### src/rtl/button_pkg.sv
// Shared types, defaults and width helper for the push-button debouncer.
package button_pkg;

  localparam int unsigned DEF_SYNC_STAGES     = 2;
  localparam int unsigned DEF_DEBOUNCE_CYCLES = 1000;
  localparam int unsigned DEF_LONG_CYCLES     = 1000000;

  typedef enum logic [1:0] {
    StStableLow,
    StCheckHigh,
    StStableHigh,
    StCheckLow
  } state_e;

  // Bits needed to hold the values 0..max_val without wrapping.
  function automatic int unsigned cnt_width(input int unsigned max_val);
    return $clog2(max_val + 1);
  endfunction

endpackage

### src/rtl/button_sync.sv
// Multi-flop synchronizer bringing the raw button level into the system1000 domain.
module button_sync
  import button_pkg::*;
#(
  parameter int unsigned SYNC_STAGES = DEF_SYNC_STAGES
) (
  input  logic system1000,
  input  logic system1000_rst,
  input  logic btn_i,
  output logic sync_o
);

  logic [SYNC_STAGES-1:0] stages_q;

  always_ff @(posedge system1000) begin
    if (system1000_rst) begin
      stages_q <= '0;
    end else begin
      stages_q <= {stages_q[SYNC_STAGES-2:0], btn_i};
    end
  end

  assign sync_o = stages_q[SYNC_STAGES-1];

endmodule

### src/rtl/button_debouncer.sv
// Debounces a raw push-button and emits press, release and long-press pulses.
module button_debouncer
  import button_pkg::*;
#(
  parameter int unsigned SYNC_STAGES     = DEF_SYNC_STAGES,
  parameter int unsigned DEBOUNCE_CYCLES = DEF_DEBOUNCE_CYCLES,
  parameter int unsigned LONG_CYCLES     = DEF_LONG_CYCLES
) (
  input  logic system1000,
  input  logic system1000_rst,
  input  logic btn_i,
  output logic level_o,
  output logic press_o,
  output logic release_o,
  output logic long_o
);

  localparam int unsigned DebW  = cnt_width(DEBOUNCE_CYCLES);
  localparam int unsigned HoldW = cnt_width(LONG_CYCLES);

  localparam logic [DebW-1:0]  DebLast  = DebW'(DEBOUNCE_CYCLES - 1);
  localparam logic [HoldW-1:0] HoldLast = HoldW'(LONG_CYCLES - 1);
  localparam logic [HoldW-1:0] HoldMax  = HoldW'(LONG_CYCLES);

  logic             s;
  state_e           state_q;
  logic [DebW-1:0]  deb_q;
  logic [HoldW-1:0] hold_q;

  button_sync #(
    .SYNC_STAGES(SYNC_STAGES)
  ) u_sync (
    .system1000    (system1000),
    .system1000_rst(system1000_rst),
    .btn_i         (btn_i),
    .sync_o        (s)
  );

  always_ff @(posedge system1000) begin
    if (system1000_rst) begin
      state_q   <= StStableLow;
      deb_q     <= '0;
      hold_q    <= '0;
      level_o   <= 1'b0;
      press_o   <= 1'b0;
      release_o <= 1'b0;
      long_o    <= 1'b0;
    end else begin
      press_o   <= 1'b0;
      release_o <= 1'b0;
      // Hold time keeps running through CHECK_LOW; it only stops at saturation.
      long_o    <= level_o && (hold_q == HoldLast);
      if (level_o && (hold_q != HoldMax)) begin
        hold_q <= hold_q + 1'b1;
      end

      unique case (state_q)
        StStableLow: begin
          if (s) begin
            state_q <= StCheckHigh;
            deb_q   <= DebW'(1);
          end
        end
        StCheckHigh: begin
          if (!s) begin
            state_q <= StStableLow;
          end else if (deb_q == DebLast) begin
            state_q <= StStableHigh;
            level_o <= 1'b1;
            press_o <= 1'b1;
            hold_q  <= '0;
          end else begin
            deb_q <= deb_q + 1'b1;
          end
        end
        StStableHigh: begin
          if (!s) begin
            state_q <= StCheckLow;
            deb_q   <= DebW'(1);
          end
        end
        StCheckLow: begin
          if (s) begin
            state_q <= StStableHigh;
          end else if (deb_q == DebLast) begin
            state_q   <= StStableLow;
            level_o   <= 1'b0;
            release_o <= 1'b1;
            hold_q    <= '0;
          end else begin
            deb_q <= deb_q + 1'b1;
          end
        end
        default: state_q <= StStableLow;
      endcase
    end
  end

endmodule

### config.mk
export PLATFORM = sky130hd
export DESIGN_NAME = button_debouncer
export DESIGN_NICKNAME = d
export VERILOG_FILES = /design/src/rtl/button_pkg.sv /design/src/rtl/button_sync.sv /design/src/rtl/button_debouncer.sv
export SDC_FILE = /design/constraint.sdc
export NUM_CORES = 1
export LEC_CHECK = 0
export CAP_MARGIN = 20
export CORE_ASPECT_RATIO = 1.75
export CORE_MARGIN = 2
export CORE_UTILIZATION = 25
export DETAILED_ROUTE_END_ITERATION = 7
export PLACE_DENSITY_LB_ADDON = 0.25
export SLEW_MARGIN = 10
export SYNTH_ARGS = -nofsm -noshare
export SYNTH_HDL_FRONTEND = slang
export SYNTH_SLANG_ARGS = --single-unit
### constraint.sdc
create_clock -name system1000 -period 5.3 [get_ports system1000]
set_input_delay 0.53 -clock system1000 [delete_from_list [all_inputs] [get_ports system1000]]
set_output_delay 0.53 -clock system1000 [all_outputs]
set_load 0.02 [all_outputs]
Word-level counts from Yosys, hierarchy flattened
Index checks and enable logic that the tools add are counted.
Widths: inputs -> output; s select.
- register bits after elaboration: 38
- bits of input ports: 3
- word-level logic and storage cells: 60
- add/sub/neg operators: 2
- equal/unequal tests: 14
- multiplexer cells: 24
- bitwise logic cells: 3
- reductions and logical operators: 9
- operators with widths (cell ; count):
    $mux 20 ; 4
    $mux 10 ; 5
    $pmux 10 s4 ; 1
    $pmux 20 s2 ; 1
    $add 20x1->20 const B ; 1
    $eq 20x20->1 const B ; 1
    $ne 20x20->1 const B ; 1
    $mux 2 ; 6
    $add 10x1->10 const B ; 1
    $eq 10x10->1 const B ; 1
    $ne 2x2->1 const B ; 4
    $pmux 2 s4 ; 1
    $reduce_and 4->1 ; 2
    $reduce_or 3->1 ; 2
    $mux 1 ; 5
    $reduce_and 5->1 ; 1
    $eq 2x2->1 const B ; 2
    $ne 2x1->1 const B ; 2
    $ne 3x2->1 const B ; 1
    $ne 3x3->1 const B ; 1
    $not 1->1 ; 3
    $eq 2x1->1 const B ; 1
    $logic_and 1x1->1 ; 2
    $logic_not 2->1 ; 1
    2 further kinds ; 2

Logic depth before layout (Yosys ltp)
- depth in word-level cells: 6
- depth in mapped cells: 7
- depth with buffers taken out: 5

By module
From an unflattened synthesis, not the netlist that was laid out.
- cells, all modules: 195
- area, all modules: 1709.1 µm²
- by module, submodules not included (module ; times used ; cells an instance ; area each (µm²) ; sequential area each (µm²)):
    button_debouncer ; 1 ; 191 ; 1656.6 ; 720.7
    button_sync ; 1 ; 4 ; 52.6 ; 40.0

Worst setup path before layout
Ideal clock, no wire load.
- path kind: flip-flop to flip-flop
- from: register deb_q[0]
- to: register hold_q[10]
- library setup time: 0.117 ns
- arrival: 1.850 ns
- data required time: 5.183 ns
- path slack: 3.332 ns
- cell stages (with the launch flop): 8
- path buffers: 2
- period minus slack after synthesis: 1.968 ns
- cell sequence: dfxtp_1 ha_1 nand2b_1 or3_1 clkbuf_1 o21ai_1 buf_2 nor2_1
- cells in the longest elaborated chain, start to end: 4
- RTL lines (item ; line ; RTL):
    start: declaration ; button_debouncer.sv:27 ; logic [DebW-1:0] deb_q;
    start signal: assignment ; button_debouncer.sv:61 ; deb_q <= DebW'(1);
    start signal: assignment ; button_debouncer.sv:73 ; deb_q <= deb_q + 1'b1;
    start signal: assignment ; button_debouncer.sv:79 ; deb_q <= DebW'(1);
    $eq 10x10->1 * ; button_debouncer.sv:67, button_debouncer.sv:85 ;
    $mux 20 * ; button_debouncer.sv:67, button_debouncer.sv:85 ;
    $mux 20 (on tied branches) ; button_debouncer.sv:83, button_debouncer.sv:65 ;
    $pmux 20 s2 * ; button_debouncer.sv:57 ; unique case (state_q)
    end signal: assignment ; button_debouncer.sv:54 ; hold_q <= hold_q + 1'b1;
    end: declaration ; button_debouncer.sv:28 ; logic [HoldW-1:0] hold_q;
Every way passes the cells marked *; elsewhere a longest branch is shown, timed or not.
A chain may end at the register's enable or synchronous reset.

Worst setup path after layout
- from: register level_o
- to: register hold_q[19]
- cells in the longest elaborated chain, start to end: 5
- RTL lines (item ; line ; RTL):
    start: declaration ; button_debouncer.sv:12 ; output logic level_o,
    start signal: assignment ; button_debouncer.sv:44 ; level_o <= 1'b0;
    start signal: assignment ; button_debouncer.sv:69 ; level_o <= 1'b1;
    start signal: assignment ; button_debouncer.sv:87 ; level_o <= 1'b0;
    $logic_and 1x1->1 * ; button_debouncer.sv:53 ; if (level_o && (hold_q != HoldMax)) begin
    $mux 20 * ; button_debouncer.sv:53 ;
    $mux 20 ; button_debouncer.sv:67, button_debouncer.sv:85 ;
    $mux 20 (on tied branches) ; button_debouncer.sv:83, button_debouncer.sv:65 ;
    $pmux 20 s2 * ; button_debouncer.sv:57 ;
Marks and branches as above.

==> results.ini <==
[outcome]
status = finished clean

[worst_setup_path]
crit_fanout = 9
criticalPathCategory = flop to flop
crit_chain = nand4_1 > or3_1 > or4_1 > a21oi_1
worst_ep_arrival_time_ns = 2.26
max_stage_delay_ns = 0.52
critPathSlowestCell = or3_1
rr_worst_depth = 4
cp.required_ns = 5.52
cp-startpoint = level_o$_SDFFE_PP0P_
reg2reg_to = hold_q[19]$_SDFF_PP0_
cp-start-kind = flop
endpoint_kind = flop
r2r_slack_ns = 3.26
critPathBufInv = 0
r2r_start = level_o$_SDFFE_PP0P_
critical-path-top-delay-family = simple AND/OR/NAND/NOR gates

[logic_synthesis]
synth.distinct_cells = 35
syn-num-nets = 203
ys_warn_count = 0
synth-main-ff-cell = dfxtp_1
netlist_area_um2 = 1730
ys_ff_latch = 38
synthArstFlopShare = 0
avgSynthCellArea_um2 = 8.76
seq_area_frac_synth = 0.441
synth_edf_count = 0
yosysTopAreaCellShare = 0.441
syn_inst = 197
synthTopCellsByArea = dfxtp_1 44%, xnor2_1 7.1%, nor2_1 4.6%
synth_top_area_cell = dfxtp_1

[sta]
max_freq_mhz = 490
max-slew-margin-rel = 0.472
worstMarginPinSlew_ns = 0.787
setup_tns_ns = 0
hold_viol = 0
holdWs_ns = 0.436
drv_slew = 0
fin_skew_ns = 0.00323
fin_crit_sh = 0.385
setup_viol_count_final = 0
fin_crit_ns = 2.04
grt_setup_unrepaired = no

[clock_network]
clk_pin_slew_ns = 0.06
cts_hold_buf = 0
h-tree-depth = 2
clkSinkCount = 38
post_cts_buffers = 0
root_buffer = clkbuf_16
insertion_delay_ns = 0.28
numCtsBuffers = 5
clockBufferDepth = 2
ctsResizeCount = 0
cts_tree = built

[power]
powerDensity_nw_per_um2 = 310
leakagePower_nw = 0.612
vdd_drop_max_v = 0.000165

[floorplanning]
rows = 40
core-area_um2 = 6760
dieArea_um2 = 7610
die_w_um = 66.8
initial_core_util = 0.255
io_pins = 7
die_h_um = 114

[global_route]
grt_util_all_layers = 0.114
grt_pass1_wl_um = 6570
grt_pass1_vias = 1424
overflow = 0
antenna_found_initial = 0
grt_max_degree = 19

[worst_hold_path]
holdPathEnd = u_sync.stages_q[1]$_SDFF_PP0_
min_path_type = flop to flop
hold_path_depth = 1
worstHoldStart = u_sync.stages_q[0]$_SDFF_PP0_

[route]
drt-total-wl_um = 3770
first_iter_violations = 60
routed_via_density = 4.95
final_antenna_net_count = 0
drt_pass1_iterations = 4
drc = 0
vias = 1430
wl_per_cell_um = 13.0

[place]
dp.cells = 281
portBuffers = 6
place.gp.congestion = 0.814
post-dp-hpwl_um = 2740

[final_layout]
antennaDiodeCount = 0
layout-drive-gt1-share = 0.0488
areaGrowthSynthToFinish_pct = 17.0
nets = 210
finalNonFillerCells = 289

[flow_run]
cap_violations = 0

==> power by group <==
| part | internal (mW) | leakage (nW) | switching [mW] |
|---|---|---|---|
| clock | 0.186 | 0.0739 | 0.115 |
| sequential | 0.290 | 0.307 | 0.00741 |
| combinational | 0.0119 | 0.232 | 0.0140 |
==> cell usage after synthesis (all sizes together) (3+ instances only) <==
master	instances
dfxtp	38
nor2	21
nand2	14
xnor2	14
a21oi	12
nand3	10
o21ai	9
nand4	8
or3	8
inv	7
clkbuf	6
nor3	6
nor4	6
or4	5
xor2	5
ha	3
nor4b	3
o31ai	3
==> registers in the layout (all words and copies together) (netlist names), named ones only <==
name / count
hold_q: 20
deb_q: 10
u_sync.stages_q: 2
level_o: 1
long_o: 1
press_o: 1
release_o: 1
state_q: 1
==> cell usage in the layout (no fill, tap or decap), types with 4 or more instances in the layout <==
| master | Yosys | layout |
|---|---|---|
| nand2_1 | 14 | 14 |
| xnor2_1 | 14 | 14 |
| xor2_1 | 5 | 5 |
| or3_1 | 8 | 8 |
| a21oi_1 | 12 | 12 |
| nor2_1 | 21 | 21 |
| clkbuf_16 | 0 | 5 |
| inv_1 | 7 | 7 |
| nor3_1 | 6 | 6 |
| nand4_1 | 8 | 8 |
| clkdlybuf4s50_1 | 0 | 6 |
| dfxtp_1 | 38 | 38 |
| nor4_1 | 6 | 6 |
| o21ai_0 | 7 | 7 |
| or4_1 | 4 | 4 |
| nand3_1 | 10 | 10 |
==> per-layer routing <==
layer,vias up,wire length [um],part of all wire,track usage
met3,10,82,0.022,0.0237
met1,678,1470,0.39,0.109
met2,14,2090,0.56,0.212
met5,-,0,0,0
li1,728,-,-,-
met4,0,119,0.032,0.0735
==> layout make-up <==
class	count	area, um2
clock inverters	1	5.00
clock buffers	7	143
flip-flops and latches	38	761
multi-input cells	145	911
repair buffers	7	67.6
inverters	7	26.3
fillers	743	4740
well taps	84	105
==> cell families after synthesis <==
family | share of synthesized area
compound gates | 0.112
xor+xnor | 0.0964
fa+ha+maj | 0.0218
buf+inv | 0.0312
flops | 0.441
mux | 0.0116
simple gates | 0.286
==> through the flow <==
stage	setup WS (ns)	total power, mW	instance area (um2)	utilization
global route	3.08	0.652	2020	0.299
detailed placement	3.24	0.330	1870	0.277
CTS	3.26	0.637	2020	0.299
floorplan	3.33	0.320	1730	-
finish	3.26	0.625	2020	0.299
global placement	3.24	0.330	1870	0.277
==> worst max path at each step <==
stage / cells after the start / to / slack (ns)
3_3_place_gp: 4 / deb_q[5]$_SDFFE_PP0P_ / 3.24
5_1_grt: 4 / hold_q[19]$_SDFF_PP0_ / 3.08
2_1_floorplan: 7 / hold_q[10]$_SDFF_PP0_ / 3.33
4_1_cts: 4 / hold_q[19]$_SDFF_PP0_ / 3.26
3_5_place_dp: 4 / deb_q[2]$_SDFFE_PP0P_ / 3.24
6_report: 4 / hold_q[19]$_SDFF_PP0_ / 3.26
No activity file was read; power rests on OpenSTA's default activity.
